### config.mk
export PLATFORM = sky130hd
export DESIGN_NAME = alu_result_fifo_flat
export DESIGN_NICKNAME = d
export VERILOG_FILES = /design/src/rtl/alu_pkg.sv /design/src/rtl/alu_result_fifo_if.sv /design/src/rtl/alu_fifo_mem.sv /design/src/rtl/alu_result_fifo.sv /design/src/flat_wrapper.sv
export SDC_FILE = /design/constraint.sdc
export NUM_CORES = 1
export LEC_CHECK = 0
export CAP_MARGIN = 10
export CORE_MARGIN = 2
export CORE_UTILIZATION = 35
export CTS_CLUSTER_DIAMETER = 200
export DETAILED_ROUTE_END_ITERATION = 16
export HOLD_SLACK_MARGIN = 0.12
export PLACE_DENSITY = 0.63
export SYNTH_ARGS = -nofsm -noshare
export SYNTH_HDL_FRONTEND = slang
export SYNTH_HIERARCHICAL = 1
export SYNTH_SLANG_ARGS = --single-unit
### constraint.sdc
create_clock -name clk -period 3.5 [get_ports clk]
set_clock_uncertainty 0.1 [all_clocks]
set_input_delay 0.525 -clock clk [delete_from_list [all_inputs] [get_ports clk]]
set_output_delay 0.525 -clock clk [all_outputs]
set_load 0.02 [all_outputs]
### src/rtl/alu_pkg.sv
// ---------------------------------------------------------------------------
// alu_pkg
// Shared constants for the ALU result FIFO: default result width, default
// depth, stored entry width, the offsets of the three flag bits above the
// result field in a stored entry, and the per-cycle FIFO operation encoding.
// ---------------------------------------------------------------------------
package alu_pkg;

  // Default sign-magnitude result width (sign at ALU_RW-1).
  localparam int ALU_RW    = 4;
  // Default number of FIFO entries (2, 4 or 8).
  localparam int ALU_DEPTH = 4;
  // Stored entry is {DZF, zerF, negF, Res}.
  localparam int ENTRY_W   = ALU_RW + 3;

  // Flag positions relative to the top of the result field.
  localparam int NEGF_OFS  = 0;
  localparam int ZERF_OFS  = 1;
  localparam int DZF_OFS   = 2;

  // Absolute bit index of a flag in an entry whose result field is rw bits.
  function automatic int flag_idx(input int rw, input int ofs);
    return rw + ofs;
  endfunction

  // What the FIFO does on a given edge, encoded as {push, pop}.
  typedef enum logic [1:0] {
    OP_IDLE = 2'b00,
    OP_POP  = 2'b01,
    OP_PUSH = 2'b10,
    OP_BOTH = 2'b11
  } fifo_op_e;

endpackage

### src/rtl/alu_result_fifo_if.sv
// ---------------------------------------------------------------------------
// alu_result_fifo_if
// Handshake bundle between the ALU stage, the result FIFO and its consumer.
//   Upstream  : in_valid, in_ready, Res, negF, zerF, DZF
//   Downstream: out_valid, out_ready, OutRes, OutNegF, OutZerF, OutDZF
// Modports:
//   slave  - the FIFO side (accepts upstream results, presents the head)
//   master - the environment side (drives results, consumes the head)
// ---------------------------------------------------------------------------
interface alu_result_fifo_if
  import alu_pkg::*;
#(
  parameter int RW = ALU_RW
) ();

  logic          in_valid;
  logic          in_ready;
  logic [RW-1:0] Res;
  logic          negF;
  logic          zerF;
  logic          DZF;

  logic          out_valid;
  logic          out_ready;
  logic [RW-1:0] OutRes;
  logic          OutNegF;
  logic          OutZerF;
  logic          OutDZF;

  modport slave (
    input  in_valid, Res, negF, zerF, DZF, out_ready,
    output in_ready, out_valid, OutRes, OutNegF, OutZerF, OutDZF
  );

  modport master (
    output in_valid, Res, negF, zerF, DZF, out_ready,
    input  in_ready, out_valid, OutRes, OutNegF, OutZerF, OutDZF
  );

endinterface

### src/rtl/alu_fifo_mem.sv
// ---------------------------------------------------------------------------
// alu_fifo_mem
// Circular storage for the result FIFO: DEPTH entries of W bits with write
// and read pointers. The caller decides when a write or read is legal; this
// block only stores and advances.
// Ports:
//   clk, rst_n - clock, asynchronous active-low reset (pointers only)
//   wr_en      - store wr_data at the write pointer and advance it
//   wr_data    - entry to store
//   rd_en      - advance the read pointer (head entry consumed)
//   rd_data    - entry at the read pointer (current head)
// ---------------------------------------------------------------------------
module alu_fifo_mem
  import alu_pkg::*;
#(
  parameter int DEPTH = ALU_DEPTH,
  parameter int W     = ENTRY_W
) (
  input  logic         clk,
  input  logic         rst_n,
  input  logic         wr_en,
  input  logic [W-1:0] wr_data,
  input  logic         rd_en,
  output logic [W-1:0] rd_data
);

  localparam int AW = $clog2(DEPTH);

  logic [W-1:0]  mem [DEPTH];
  logic [AW-1:0] wr_ptr;
  logic [AW-1:0] rd_ptr;

  // DEPTH is a power of two, so the natural roll-over of an AW-bit pointer
  // is exactly the modulo-DEPTH wrap.
  // NOTE: sequential state is always written with non-blocking assignments so
  // every flop samples the pre-edge value of its inputs.
  always_ff @(posedge clk or negedge rst_n) begin
    if (!rst_n) begin
      wr_ptr <= '0;
      rd_ptr <= '0;
    end else begin
      if (wr_en) wr_ptr <= wr_ptr + AW'(1);
      if (rd_en) rd_ptr <= rd_ptr + AW'(1);
    end
  end

  // NOTE: the storage array has no reset; stale words are never observable
  // because the owner masks the head while the FIFO is empty, and leaving it
  // unreset lets it map onto plain register-file cells.
  always_ff @(posedge clk) begin
    if (wr_en) mem[wr_ptr] <= wr_data;
  end

  assign rd_data = mem[rd_ptr];

endmodule

### src/rtl/alu_result_fifo.sv
// ---------------------------------------------------------------------------
// alu_result_fifo
// Buffers sign-magnitude ALU results with their flags. On entry the flags are
// made self-consistent (divide-by-zero clears everything else; a zero
// magnitude means zero and never negative). Sticky DZF/neg status and a
// saturating divide-by-zero counter track accepted entries.
// Ports:
//   clk, rst_n  - clock, asynchronous active-low reset
//   bus         - alu_result_fifo_if.slave: in_valid/in_ready/Res/negF/zerF/DZF
//                 upstream, out_valid/out_ready/OutRes/OutNegF/OutZerF/OutDZF
//                 downstream
//   clr_sticky  - synchronous clear of StickyDZF, StickyNegF and DzCnt
//   count       - number of stored entries (0..DEPTH)
//   StickyDZF   - set by any accepted entry carrying DZF
//   StickyNegF  - set by any accepted entry carrying negF (after sanitising)
//   DzCnt       - count of accepted DZF entries, saturating at 15
// ---------------------------------------------------------------------------
module alu_result_fifo
  import alu_pkg::*;
#(
  parameter int DEPTH = ALU_DEPTH,
  parameter int RW    = ALU_RW
) (
  input  logic                     clk,
  input  logic                     rst_n,
  alu_result_fifo_if.slave         bus,
  input  logic                     clr_sticky,
  output logic [$clog2(DEPTH):0]   count,
  output logic                     StickyDZF,
  output logic                     StickyNegF,
  output logic [3:0]               DzCnt
);

  localparam int CW       = $clog2(DEPTH) + 1;
  localparam int EW       = RW + 3;
  localparam int NEGF_IDX = flag_idx(RW, NEGF_OFS);
  localparam int ZERF_IDX = flag_idx(RW, ZERF_OFS);
  localparam int DZF_IDX  = flag_idx(RW, DZF_OFS);

  logic          push;
  logic          pop;
  fifo_op_e      op;
  logic          mag_zero;
  logic [EW-1:0] wr_entry;
  logic [EW-1:0] head_raw;
  logic [EW-1:0] head;
  logic          sticky_dzf_next;
  logic          sticky_neg_next;
  logic [3:0]    dz_base;
  logic [3:0]    dz_cnt_next;

  // Handshake: both flags depend on stored state only, so a full FIFO never
  // accepts even when the consumer pops in the same cycle.
  assign bus.in_ready  = (count != CW'(DEPTH));
  assign bus.out_valid = (count != '0);
  assign push          = bus.in_valid  && bus.in_ready;
  assign pop           = bus.out_ready && bus.out_valid;
  assign op            = fifo_op_e'({push, pop});

  // Sanitise the incoming result before it is stored.
  assign mag_zero = (bus.Res[RW-2:0] == '0);

  // NOTE: every signal written in an always_comb gets a default first, so no
  // path through the block can leave it unassigned and infer a latch.
  always_comb begin
    wr_entry = '0;
    if (bus.DZF) begin
      wr_entry[DZF_IDX] = 1'b1;
    end else begin
      wr_entry[RW-1:0]  = bus.Res;
      wr_entry[ZERF_IDX] = mag_zero | bus.zerF;
      wr_entry[NEGF_IDX] = ~mag_zero & bus.negF;
    end
  end

  alu_fifo_mem #(
    .DEPTH (DEPTH),
    .W     (EW)
  ) u_mem (
    .clk     (clk),
    .rst_n   (rst_n),
    .wr_en   (push),
    .wr_data (wr_entry),
    .rd_en   (pop),
    .rd_data (head_raw)
  );

  // The head is masked while empty so unreset storage never leaks out, and
  // the outputs fall to zero as soon as reset clears count.
  assign head        = bus.out_valid ? head_raw : '0;
  assign bus.OutRes  = head[RW-1:0];
  assign bus.OutNegF = head[NEGF_IDX];
  assign bus.OutZerF = head[ZERF_IDX];
  assign bus.OutDZF  = head[DZF_IDX];

  always_ff @(posedge clk or negedge rst_n) begin
    if (!rst_n) begin
      count <= '0;
    end else begin
      unique case (op)
        OP_PUSH: count <= count + CW'(1);
        OP_POP:  count <= count - CW'(1);
        default: count <= count;
      endcase
    end
  end

  // Clear first, then add this edge's push: a push coinciding with
  // clr_sticky still leaves its own contribution behind.
  always_comb begin
    dz_base         = clr_sticky ? 4'd0 : DzCnt;
    sticky_dzf_next = clr_sticky ? 1'b0 : StickyDZF;
    sticky_neg_next = clr_sticky ? 1'b0 : StickyNegF;
    dz_cnt_next     = dz_base;
    if (push) begin
      sticky_dzf_next = sticky_dzf_next | wr_entry[DZF_IDX];
      sticky_neg_next = sticky_neg_next | wr_entry[NEGF_IDX];
      if (wr_entry[DZF_IDX] && (dz_base != 4'd15)) begin
        dz_cnt_next = dz_base + 4'd1;
      end
    end
  end

  always_ff @(posedge clk or negedge rst_n) begin
    if (!rst_n) begin
      StickyDZF  <= 1'b0;
      StickyNegF <= 1'b0;
      DzCnt      <= 4'd0;
    end else begin
      StickyDZF  <= sticky_dzf_next;
      StickyNegF <= sticky_neg_next;
      DzCnt      <= dz_cnt_next;
    end
  end

endmodule

### src/flat_wrapper.sv
// flat-port wrapper written by rule: the top's interface ports become plain ports
module alu_result_fifo_flat import alu_pkg::*;
#(
  parameter int DEPTH = ALU_DEPTH,
  parameter int RW    = ALU_RW
)
  (clk, rst_n, clr_sticky, count, StickyDZF, StickyNegF, DzCnt, bus_in_valid, bus_Res, bus_negF, bus_zerF, bus_DZF, bus_out_ready, bus_in_ready, bus_out_valid, bus_OutRes, bus_OutNegF, bus_OutZerF, bus_OutDZF);
  alu_result_fifo_if #(.RW(RW)) bus_i ();
  input  logic clk;
  input  logic rst_n;
  input  logic clr_sticky;
  output logic [$clog2(DEPTH):0] count;
  output logic StickyDZF;
  output logic StickyNegF;
  output logic [3:0] DzCnt;
  input wire logic [$bits(bus_i.in_valid)-1:0] bus_in_valid;
  input wire logic [$bits(bus_i.Res)-1:0] bus_Res;
  input wire logic [$bits(bus_i.negF)-1:0] bus_negF;
  input wire logic [$bits(bus_i.zerF)-1:0] bus_zerF;
  input wire logic [$bits(bus_i.DZF)-1:0] bus_DZF;
  input wire logic [$bits(bus_i.out_ready)-1:0] bus_out_ready;
  output wire logic [$bits(bus_i.in_ready)-1:0] bus_in_ready;
  output wire logic [$bits(bus_i.out_valid)-1:0] bus_out_valid;
  output wire logic [$bits(bus_i.OutRes)-1:0] bus_OutRes;
  output wire logic [$bits(bus_i.OutNegF)-1:0] bus_OutNegF;
  output wire logic [$bits(bus_i.OutZerF)-1:0] bus_OutZerF;
  output wire logic [$bits(bus_i.OutDZF)-1:0] bus_OutDZF;
  assign bus_i.in_valid = bus_in_valid;
  assign bus_i.Res = bus_Res;
  assign bus_i.negF = bus_negF;
  assign bus_i.zerF = bus_zerF;
  assign bus_i.DZF = bus_DZF;
  assign bus_i.out_ready = bus_out_ready;
  assign bus_in_ready = bus_i.in_ready;
  assign bus_out_valid = bus_i.out_valid;
  assign bus_OutRes = bus_i.OutRes;
  assign bus_OutNegF = bus_i.OutNegF;
  assign bus_OutZerF = bus_i.OutZerF;
  assign bus_OutDZF = bus_i.OutDZF;
  alu_result_fifo #(.DEPTH(DEPTH), .RW(RW)) u_core (.clk(clk), .rst_n(rst_n), .bus(bus_i), .clr_sticky(clr_sticky), .count(count), .StickyDZF(StickyDZF), .StickyNegF(StickyNegF), .DzCnt(DzCnt));
endmodule
# After elaboration in Yosys (flattened, before gate mapping)
# Memory sizes are Yosys's and may differ from the RTL's.
# Index checks and enable logic that the tools add are counted.
# op_classes
mux	13
n_addsub	5
n_eq_ne	4
n_reduce_logical	6
bitwise	5
# op_table
operator	count
2-to-1 mux 4 bit	3
2-to-1 mux 1 bit	7
2-to-1 mux 7 bit	1
2-to-1 mux 6 bit	1
case mux 3 bit (2 select lines)	1
adder 2 x 1 -> 2 bit (second input constant)	2
adder 4 x 1 -> 4 bit (second input constant)	1
!= test 4 bit (second input constant)	1
adder 3 x 1 -> 3 bit (second input constant)	1
logical AND 1 bit	3
zero test 3 bit	1
!= test 3 bit (second input constant)	1
OR 1 bit	3
nonzero test 3 bit	1
subtractor 3 x 1 -> 3 bit (second input constant)	1
equality test 2 x 1 -> 1 bit (second input constant)	1
equality test 2 bit (second input constant)	1
nonzero test 2 bit	1
bitwise AND 1 bit	1
inverter 1 bit	1
# totals
ff_bits	13
memories	1
mem_bits_rw	28
# mem_list
memory	words	word_bits	rd	rd_clocked_by_memory_dff	write_ports	line_no	rtl
u_core.u_mem.mem	4	7	1	0	1	alu_fifo_mem.sv:29	logic [W-1:0] mem [DEPTH];

# Depth between registers and ports, before layout
# Gate-level depths: netlist (run 1).
# logic_depth
depth_word	6
depth_mapped	9

# By module
# Netlist (run 1), hierarchy kept.
# by_module_without_submodules
mod	instances	cells_per_inst	area_each_um2
alu_fifo_mem	1	57	1236.2
alu_result_fifo	1	60	619.3

# Worst setup path before layout (run 1)
# Ideal clock, no wire load.
# synth_timing
path_type	reg-to-reg
from	register u_core.count[2]
to	register u_core.count[2]
setup_slack_ps	1282
required_time_ps	3320
path_buffers	0
stages_incl_launch_ff	10
setup_ps	80
synth_period_minus_slack_ps	2218
arrival_ps	2038
path_cell_list	dfrtp_1 > nor3b_4 > inv_1 > nand2_1 > ha_1 > inv_1 > fa_1 > xor2_1 > nor2_1 > xor2_1
# synth_via
elab_chain_cells	4
word_cells_on_any_way	10
cone_classes	add/sub (2); eq/ne (3); mux (1); reduce/logical (4)
# synth_lines
item	line_no	rtl
from (decl)	alu_result_fifo.sv:28	output logic [$clog2(DEPTH):0] count,
from (signal assigned)	alu_result_fifo.sv:101	OP_PUSH: count <= count + CW'(1);
from (signal assigned)	alu_result_fifo.sv:102	OP_POP: count <= count - CW'(1);
from (signal assigned)	alu_result_fifo.sv:103	default: count <= count;
!= test 3 bit (*)	alu_result_fifo.sv:54	assign bus.in_ready = (count != CW'(DEPTH));
via bus_in_ready	flat_wrapper.sv:22	output wire logic [$bits(bus_i.in_ready)-1:0] bus_in_ready;
logical AND 1 bit (*)	alu_result_fifo.sv:56	assign push = bus.in_valid && bus.in_ready;
equality test 2 x 1 -> 1 bit / equality test 2 bit (equally long branches)	alu_result_fifo.sv:100	unique case (op)
case mux 3 bit (2 select lines) / nonzero test 2 bit (equally long branches)	-	
# The timed path passes the listed nets; every way through them passes the cells marked *.
# A chain may end at the register's enable or synchronous reset.

# Final worst setup path (run 1)
# layout_timing
from	register u_core.u_mem.rd_ptr[0]
to	output bus_OutNegF
# layout_via
elab_chain_cells	2
# layout_lines
item	line_no	rtl
from (decl)	alu_fifo_mem.sv:31	logic [AW-1:0] rd_ptr;
from (signal assigned)	alu_fifo_mem.sv:43	if (rd_en) rd_ptr <= rd_ptr + AW'(1);
memory read (4 x 7 bit)	-	
via u_core.head_raw[4]	alu_result_fifo.sv:45	logic [EW-1:0] head_raw;
2-to-1 mux 7 bit	alu_result_fifo.sv:90	assign head = bus.out_valid ? head_raw : '0;
to (decl)	flat_wrapper.sv:25	output wire logic [$bits(bus_i.OutNegF)-1:0] bus_OutNegF;
# The timed path passes the listed nets, and every way through them passes these cells.

==> metrics.txt, run 1 <==
outcome=finished clean; DR vias=1041; FF-to-FF End=u_core/count[2]$_DFFE_PN0P_; Hold Path Cell Cnt=1; Synth Register Bits=41; router iterations before antenna repair=4; sequential share of power=0.417; post-CTS setup repair buffer count=0; synthesized-area fraction occupied by adder cells=0.05125; worst r2r src=u_core/count[0]$_DFFE_PN0P_; die height=76.81 µm; wire per inst=15.16 µm; mapped cell area=1856 µm²; clock insertion delay at the later pin of the skew report=0.28 ns; Hold Path Class=reg -> reg; H-Tree Depth=2; total CTS buffers=5; Post-DP HPWL=2411 µm; Pwr Density=783.1 nW/µm²; Worst R2R Setup Slack=1.22 ns; synth warn=6; nets=171; post-route cell area=2312 µm²; max_slew headroom=0.5541; Compound-Gate Fraction of Synth Area=0.01281; Clock power frac=0.166; Reg2Reg Depth=9; die area=5900 µm²; initial antenna violation count=0; simple-gate area share of the yosys netlist=0.1409; Worst EP arrival=2.28 ns; core area=5107 µm²; cts hold-fix bufs=0; Via density=4.668; gr ovfl total=0; clk slew on worst S/H paths=0.08 ns; num rows=26; Setup CP Type=reg -> out; Worst Path Required=2.87 ns; peak supply drop=0.0002497 V; Distinct cells, synth=30; initial core utilization=0.3633; crit-path max FO=9; gpl congestion=0.7630; Hold EP=u_core/StickyNegF$_DFF_PN0_; die width=76.81 µm; first-pass GRT wire length=5830 µm; Worst setup SP type=register; Core Util, Final=0.4527; Max-cap violations=0; Port Buffer Count=29; Final Hold Fails=0; final antenna-violating net count=0; internal power=1.191 mW; final setup fails=0; post-CTS sizing=0; vias in the first global route=1180; mux contribution to synthesized area=0.1018; Logic pwr share=0.417; Switching Fraction=0.3423; Max clock buf depth=2; largest family of logic cells by synthesized area=simple AND/OR/NAND/NOR gates; share of cells above drive strength 1=0.1765; area grow syn2layout=24.61%; clk sinks=41; hold_sp=u_core/StickyNegF$_DFF_PN0_; Total Routing Usage GR=0.1271; Tightest Pin Transition=0.6675 ns; DP Area=2225 µm²; WL final=3380 µm; RSZ-0062 raised after global routing=no; Avg Inst Size Synth=15.86 µm²; Diodes inserted=0; Pleak=0.8856 nW; Root Buffer=clkbuf_8; kind of end point of the critical path=output pin; Period minus WS final=2.901 ns; Seq/Total Area, Yosys=0.6285; Post-Synth XOR/XNOR Area=0.03776; TNS Setup=0 ns; part of the cycle the worst path needs=0.8289; Post-route DRC=0; fin. max-slew vios=0; CTS tree=yes; Psw=619.8 µW; pin count of the biggest net entering global routing=14; Cells after Synth=117; Layout fillers=482; Fmax achieved=0.3447 GHz; IO Count=30; syn nets=136; initial drt markers=33
## cells in the final DEF (no fill, tap or decap), drive strengths merged
cell | netlist | routed
and2b | 12 | 12
xor2 | 5 | 5
nand4 | 1 | 1
xnor2 | 3 | 3
nand4b | 1 | 1
dfrtp | 13 | 13
clkbuf | 0 | 6
nand2 | 5 | 5
fa | 1 | 1
clkinvlp | 0 | 2
o2bb2ai | 1 | 1
inv | 9 | 9
nor2b | 2 | 2
nor3 | 3 | 3
mux4 | 7 | 7
nor4 | 1 | 1
clkdlybuf4s50 | 0 | 29
ha | 6 | 6
nand2b | 1 | 1
o21ai | 1 | 1
nor2 | 4 | 4
mux2i | 2 | 2
nor3b | 2 | 2
and2 | 4 | 4
mux2 | 1 | 1
and4b | 1 | 1
edfxtp | 28 | 28
a32o | 1 | 1
buf | 2 | 1
## worst max-delay path by stage
stage          slack [ns]  depth (start not counted)                     endpoint                               start
2_1_floorplan        1.28                          9  u_core/count[2]$_DFFE_PN0P_         u_core/count[2]$_DFFE_PN0P_
3_3_place_gp         0.90                          3                   bus_OutDZF  u_core/u_mem/rd_ptr[0]$_DFFE_PN0P_
3_5_place_dp         0.86                          3                  bus_OutNegF  u_core/u_mem/rd_ptr[0]$_DFFE_PN0P_
4_1_cts              0.54                          3                  bus_OutNegF  u_core/u_mem/rd_ptr[0]$_DFFE_PN0P_
5_1_grt              0.48                          3                  bus_OutZerF  u_core/u_mem/rd_ptr[0]$_DFFE_PN0P_
6_report             0.60                          3                  bus_OutNegF  u_core/u_mem/rd_ptr[0]$_DFFE_PN0P_
## cell type report
class                   instances  area [µm²]  area share
flip-flops and latches         41        1166      0.5043
inverters                       9       33.78     0.01461
multi-input cells              65       639.4      0.2765
clock inverters                 2       15.01    0.006493
repair buffers                 30       297.8      0.1288
well taps                      70       87.58     0.03788
clock buffers                   6       72.57     0.03139
## synthesized netlist by cell type, drive strengths merged
cell type | count | share of area
mux2i | 2 | 0.011
buf | 2 | 0.0088
nor3b | 2 | 0.014
nor2b | 2 | 0.0067
dfrtp | 13 | 0.18
nand2b | 1 | 0.0034
mux2 | 1 | 0.0061
xor2 | 5 | 0.024
nor2 | 4 | 0.0081
o2bb2ai | 1 | 0.0047
nor3 | 3 | 0.011
and2b | 12 | 0.054
nand4b | 1 | 0.0047
o21ai | 1 | 0.0027
edfxtp | 28 | 0.45
xnor2 | 3 | 0.014
nand4 | 1 | 0.0034
fa | 1 | 0.011
and2 | 4 | 0.013
inv | 9 | 0.018
ha | 6 | 0.040
mux4 | 7 | 0.085
nand2 | 5 | 0.010
and4b | 1 | 0.0054
nor4 | 1 | 0.0067
a32o | 1 | 0.0054
## state kept, by name (all words and copies together), names as in the netlist
name / cells
u_core/StickyNegF: 1
u_core/count: 3
u_core/u_mem/wr_ptr: 2
u_core/u_mem/mem: 28
u_core/u_mem/rd_ptr: 2
u_core/StickyDZF: 1
u_core/DzCnt: 4
## cells by family (layout without fill, tap and decap cells)
kind of cell,count (synthesis),after routing
DFF,41,41
and+or+nand+nor,37,37
buffers and inverters,11,47
muxes,10,10
xor gates and xnor gates,8,8
adders and majority gates,7,7
AOI/OAI and AO/OA,3,3
## layer usage
metal	track usage	wire, µm	up-vias
li1	-	-	486
met1	0.1576	1508	531
met2	0.2175	1738	24
met3	0.04000	133	0
met4	0.02727	0	0
met5	0	0	-
## worst max-delay path, stage by stage (launching register included)
cell and delay, ns:
dfrtp_1 0.69, mux4_2 0.57, and2b_2 0.20, clkdlybuf4s50_1 0.53
## through the flow
step / instances / total power [mW] / setup slack (ns) / hold WS, ns
6_report: 223 / 1.811 / 0.5990 / 0.4139
5_1_grt: 223 / 1.931 / 0.4756 / 0.4290
4_1_cts: 223 / 1.841 / 0.5386 / 0.4183
3_5_place_dp: 215 / 1.534 / 0.8559 / 0.3915
3_3_place_gp: 215 / 1.509 / 0.9022 / 0.3915
2_1_floorplan: 117 / 1.234 / 1.282 / 0.1294
## power by group through the flow
stage	logic [mW]	registers [mW]	clock network, mW
global route	0.816	0.775	0.340
CTS	0.768	0.759	0.314
global placement	0.749	0.760	0
finish	0.755	0.754	0.301
floorplan	0.495	0.739	0
detailed placement	0.765	0.769	0
No activity file was read; power rests on OpenSTA's default activity.
==> run 2, diff against run 1 <==
--- a/config.mk
+++ b/config.mk
@@ -11,7 +11,7 @@
 export CTS_CLUSTER_DIAMETER = 200
 export DETAILED_ROUTE_END_ITERATION = 16
 export HOLD_SLACK_MARGIN = 0.12
-export PLACE_DENSITY = 0.63
+export PLACE_DENSITY = 0.65
 export SYNTH_ARGS = -nofsm -noshare
 export SYNTH_HDL_FRONTEND = slang
 export SYNTH_HIERARCHICAL = 1
==> constraint.sdc (replaced) <==
create_clock -name clk -period 2.65 [get_ports clk]
set_clock_uncertainty 0.1 [all_clocks]
set_input_delay 0.3975 -clock clk [delete_from_list [all_inputs] [get_ports clk]]
set_output_delay 0.3975 -clock clk [all_outputs]
set_load 0.02 [all_outputs]
==> run 2 against run 1 <==
- total power grew 35%
- utilization grew 0.83 points
- flip-flop and latch count is the same
- cell count grew 1.8%
- routed wire length shrank 2.0%
- non-clock buffer count grew 4
- first-iteration DRC count grew 52%
- largest cell class unchanged
- highest routed layer is now met4
==> metrics.txt, run 2 (synthesized netlist as in run 1, its figures left out) <==
outcome=finished clean; Pleak=0.9165 nW (+3.5%); crit path cell chain=buf_12 -> mux4_2 -> and2b_2 -> clkdlybuf4s50_1; die width=76.81 µm (unchanged); Post-Place Setup Slack=0.1212 ns (-0.7347 ns); vias in the first global route=1100 (-6.8%); first-pass GRT wire length=5361 µm (-8.0%); Diodes inserted=0 (unchanged); FF-to-FF End=u_core/count[2]$_DFFE_PN0P_; hold slack=0.3985 ns (-0.01544 ns); gpl congestion=0.8005 (+4.9%); Hold Path Class=in -> async; Max-cap violations=0 (unchanged); final setup fails=0 (unchanged); Worst R2R Setup Slack=0.43 ns (-0.79 ns); TNS Setup=0 ns (unchanged); global-route track usage on met2=0.2193 (+0.001754); fin. max-slew vios=0 (unchanged); IO Count=30 (unchanged); kind of end point of the critical path=output pin; H-Tree Depth=2 (unchanged); most common cell after layout, fill and taps aside=clkdlybuf4s50_1; Post-route DRC=0 (unchanged); die area=5900 µm² (unchanged); nets=175 (+2.3%); CTS tree=yes; area grow syn2layout=26.90%; initial drt markers=50 (+52%); Post-DP HPWL=2414 µm (+0.14%); max_slew headroom=0.5454 (-0.008673); Worst Path Required=2.15 ns (-0.72 ns); met1 Use GR=0.1347 (-0.02285); Final WS setup=0.1199 ns (-0.4791 ns); global routing's busiest layer=met2; total CTS buffers=5 (unchanged); Worst path max stage delay=0.54 ns (-0.15 ns); router iterations before antenna repair=4 (unchanged); num rows=26 (unchanged); crit-path max FO=5 (-4); commonest non-fill, non-tap cells in the layout=clkdlybuf4s50_1 (29), edfxtp_1 (28), dfrtp_1 (12); most flop-heavy register=u_core/u_mem/mem; Setup CP Type=reg -> out; die height=76.81 µm (unchanged); gr ovfl total=0 (unchanged); final antenna-violating net count=0 (unchanged); initial core utilization=0.3633 (unchanged); pin count of the biggest net entering global routing=14 (unchanged); Total Routing Usage GR=0.1198 (-0.007279); Final Hold Fails=0 (unchanged); clock insertion delay at the later pin of the skew report=0.28 ns (about the same); clk sinks=41 (unchanged); Pwr Density=1035 nW/µm² (+32%); Period minus WS final=2.530 ns; Root Buffer=clkbuf_8; RSZ-0062 raised after global routing=no; WL final=3314 µm (-2.0%); Worst setup SP type=register; part of the cycle the worst path needs=0.9547; cts hold-fix bufs=0 (unchanged); Worst EP arrival=2.03 ns (-0.25 ns); Port Buffer Count=29 (unchanged); share of cells above drive strength 1=0.2038 (+0.02735); Regs by FF count=u_core/u_mem/mem x28, u_core/DzCnt x4, u_core/count x3; DR vias=1036 (-0.48%); wire per inst=14.60 µm (-3.7%); Fmax achieved=0.3952 GHz; Max clock buf depth=2 (unchanged); Critical Path Slowest Stage Cell=clkdlybuf4s50_1; worst r2r src=u_core/count[0]$_DFFE_PN0P_; Reg2Reg Depth=9 (unchanged); initial antenna violation count=0 (unchanged); Layout fillers=473 (-1.9%); met3 Use GR=0.02824 (-0.01176); Tightest Pin Transition=0.6805 ns (+0.01298 ns); clk slew on worst S/H paths=0.07 ns (about the same); Via density=4.564 (-2.2%); max FFs per register=28 (unchanged); peak supply drop=0.0004453 V (+78%); core area=5107 µm² (unchanged)
run 2: cell types whose count changed in the layout (fill, tap and decap cells not counted), sizes merged:
cell,before,now
buf,1,5
clkinv,0,3
clkinvlp,2,0
clkbuf,6,5
run 2: layout make-up:
cell class	count	area, µm²	share of cell area
Multi-Input combinational cell	65	639.4	0.2715
Timing Repair Buffer	34	340.3	0.1445
Inverter	9	33.78	0.01435
Tap cell	70	87.58	0.03719
Clock buffer	5	68.82	0.02922
Sequential cell	41	1167	0.4957
Clock inverter	3	17.52	0.007439
run 2: where the power goes:
group	switching, mW	internal [mW]	total, mW	leakage, nW
Combinational	0.493	0.586	1.08	0.449
Clock	0.207	0.182	0.389	0.0455
Sequential	0.114	0.854	0.968	0.422
run 2: how the worst max path moves through the flow:
stage | startpoint | end | slack (ns) | cells past startpoint
after floorplan | u_core/count[2]$_DFFE_PN0P_ | u_core/count[2]$_DFFE_PN0P_ | 0.43 | 9
final | u_core/u_mem/rd_ptr[0]$_DFFE_PN0P_ | bus_OutRes[0] | 0.12 | 4
after CTS | u_core/u_mem/rd_ptr[0]$_DFFE_PN0P_ | bus_OutRes[0] | 0.08 | 4
after detailed placement | u_core/u_mem/rd_ptr[0]$_DFFE_PN0P_ | bus_OutRes[0] | 0.12 | 3
after global routing | u_core/u_mem/rd_ptr[0]$_DFFE_PN0P_ | bus_OutRes[0] | 0.03 | 4
after global placement | u_core/u_mem/rd_ptr[0]$_DFFE_PN0P_ | bus_OutDZF | 0.20 | 3
run 2: metal layers:
layer	wire (µm)	vias to the layer above
met5	0	-
met2	1762	21
met1	1407	516
li1	-	497
met3	131	2
met4	13	0
run 2: timing repair:
item	4_1_cts	5_1_grt
buffers inserted	3	0
endpoints found under the setup margin	7	0
gates resized for setup	1	0
run 2: through the flow:
| stage | instance area [µm²] | std cells | total power, mW | utilization |
|---|---|---|---|---|
| after floorplan | 1856 | 117 | 1.630 | - |
| final | 2355 | 227 | 2.436 | 0.4610 |
| after detailed placement | 2232 | 216 | 2.020 | 0.4370 |
| after global placement | 2232 | 216 | 1.983 | 0.4370 |
| after CTS | 2355 | 227 | 2.477 | 0.4610 |
| after global routing | 2355 | 227 | 2.595 | 0.4610 |
run 2: critical path: cells and delay by family, from the launching register on:
family / cells / cell delay, ns
buffers and inverters: 2 / 0.66
multiplexers: 1 / 0.49
flip-flops: 1 / 0.39
AND/OR/NAND/NOR: 1 / 0.21
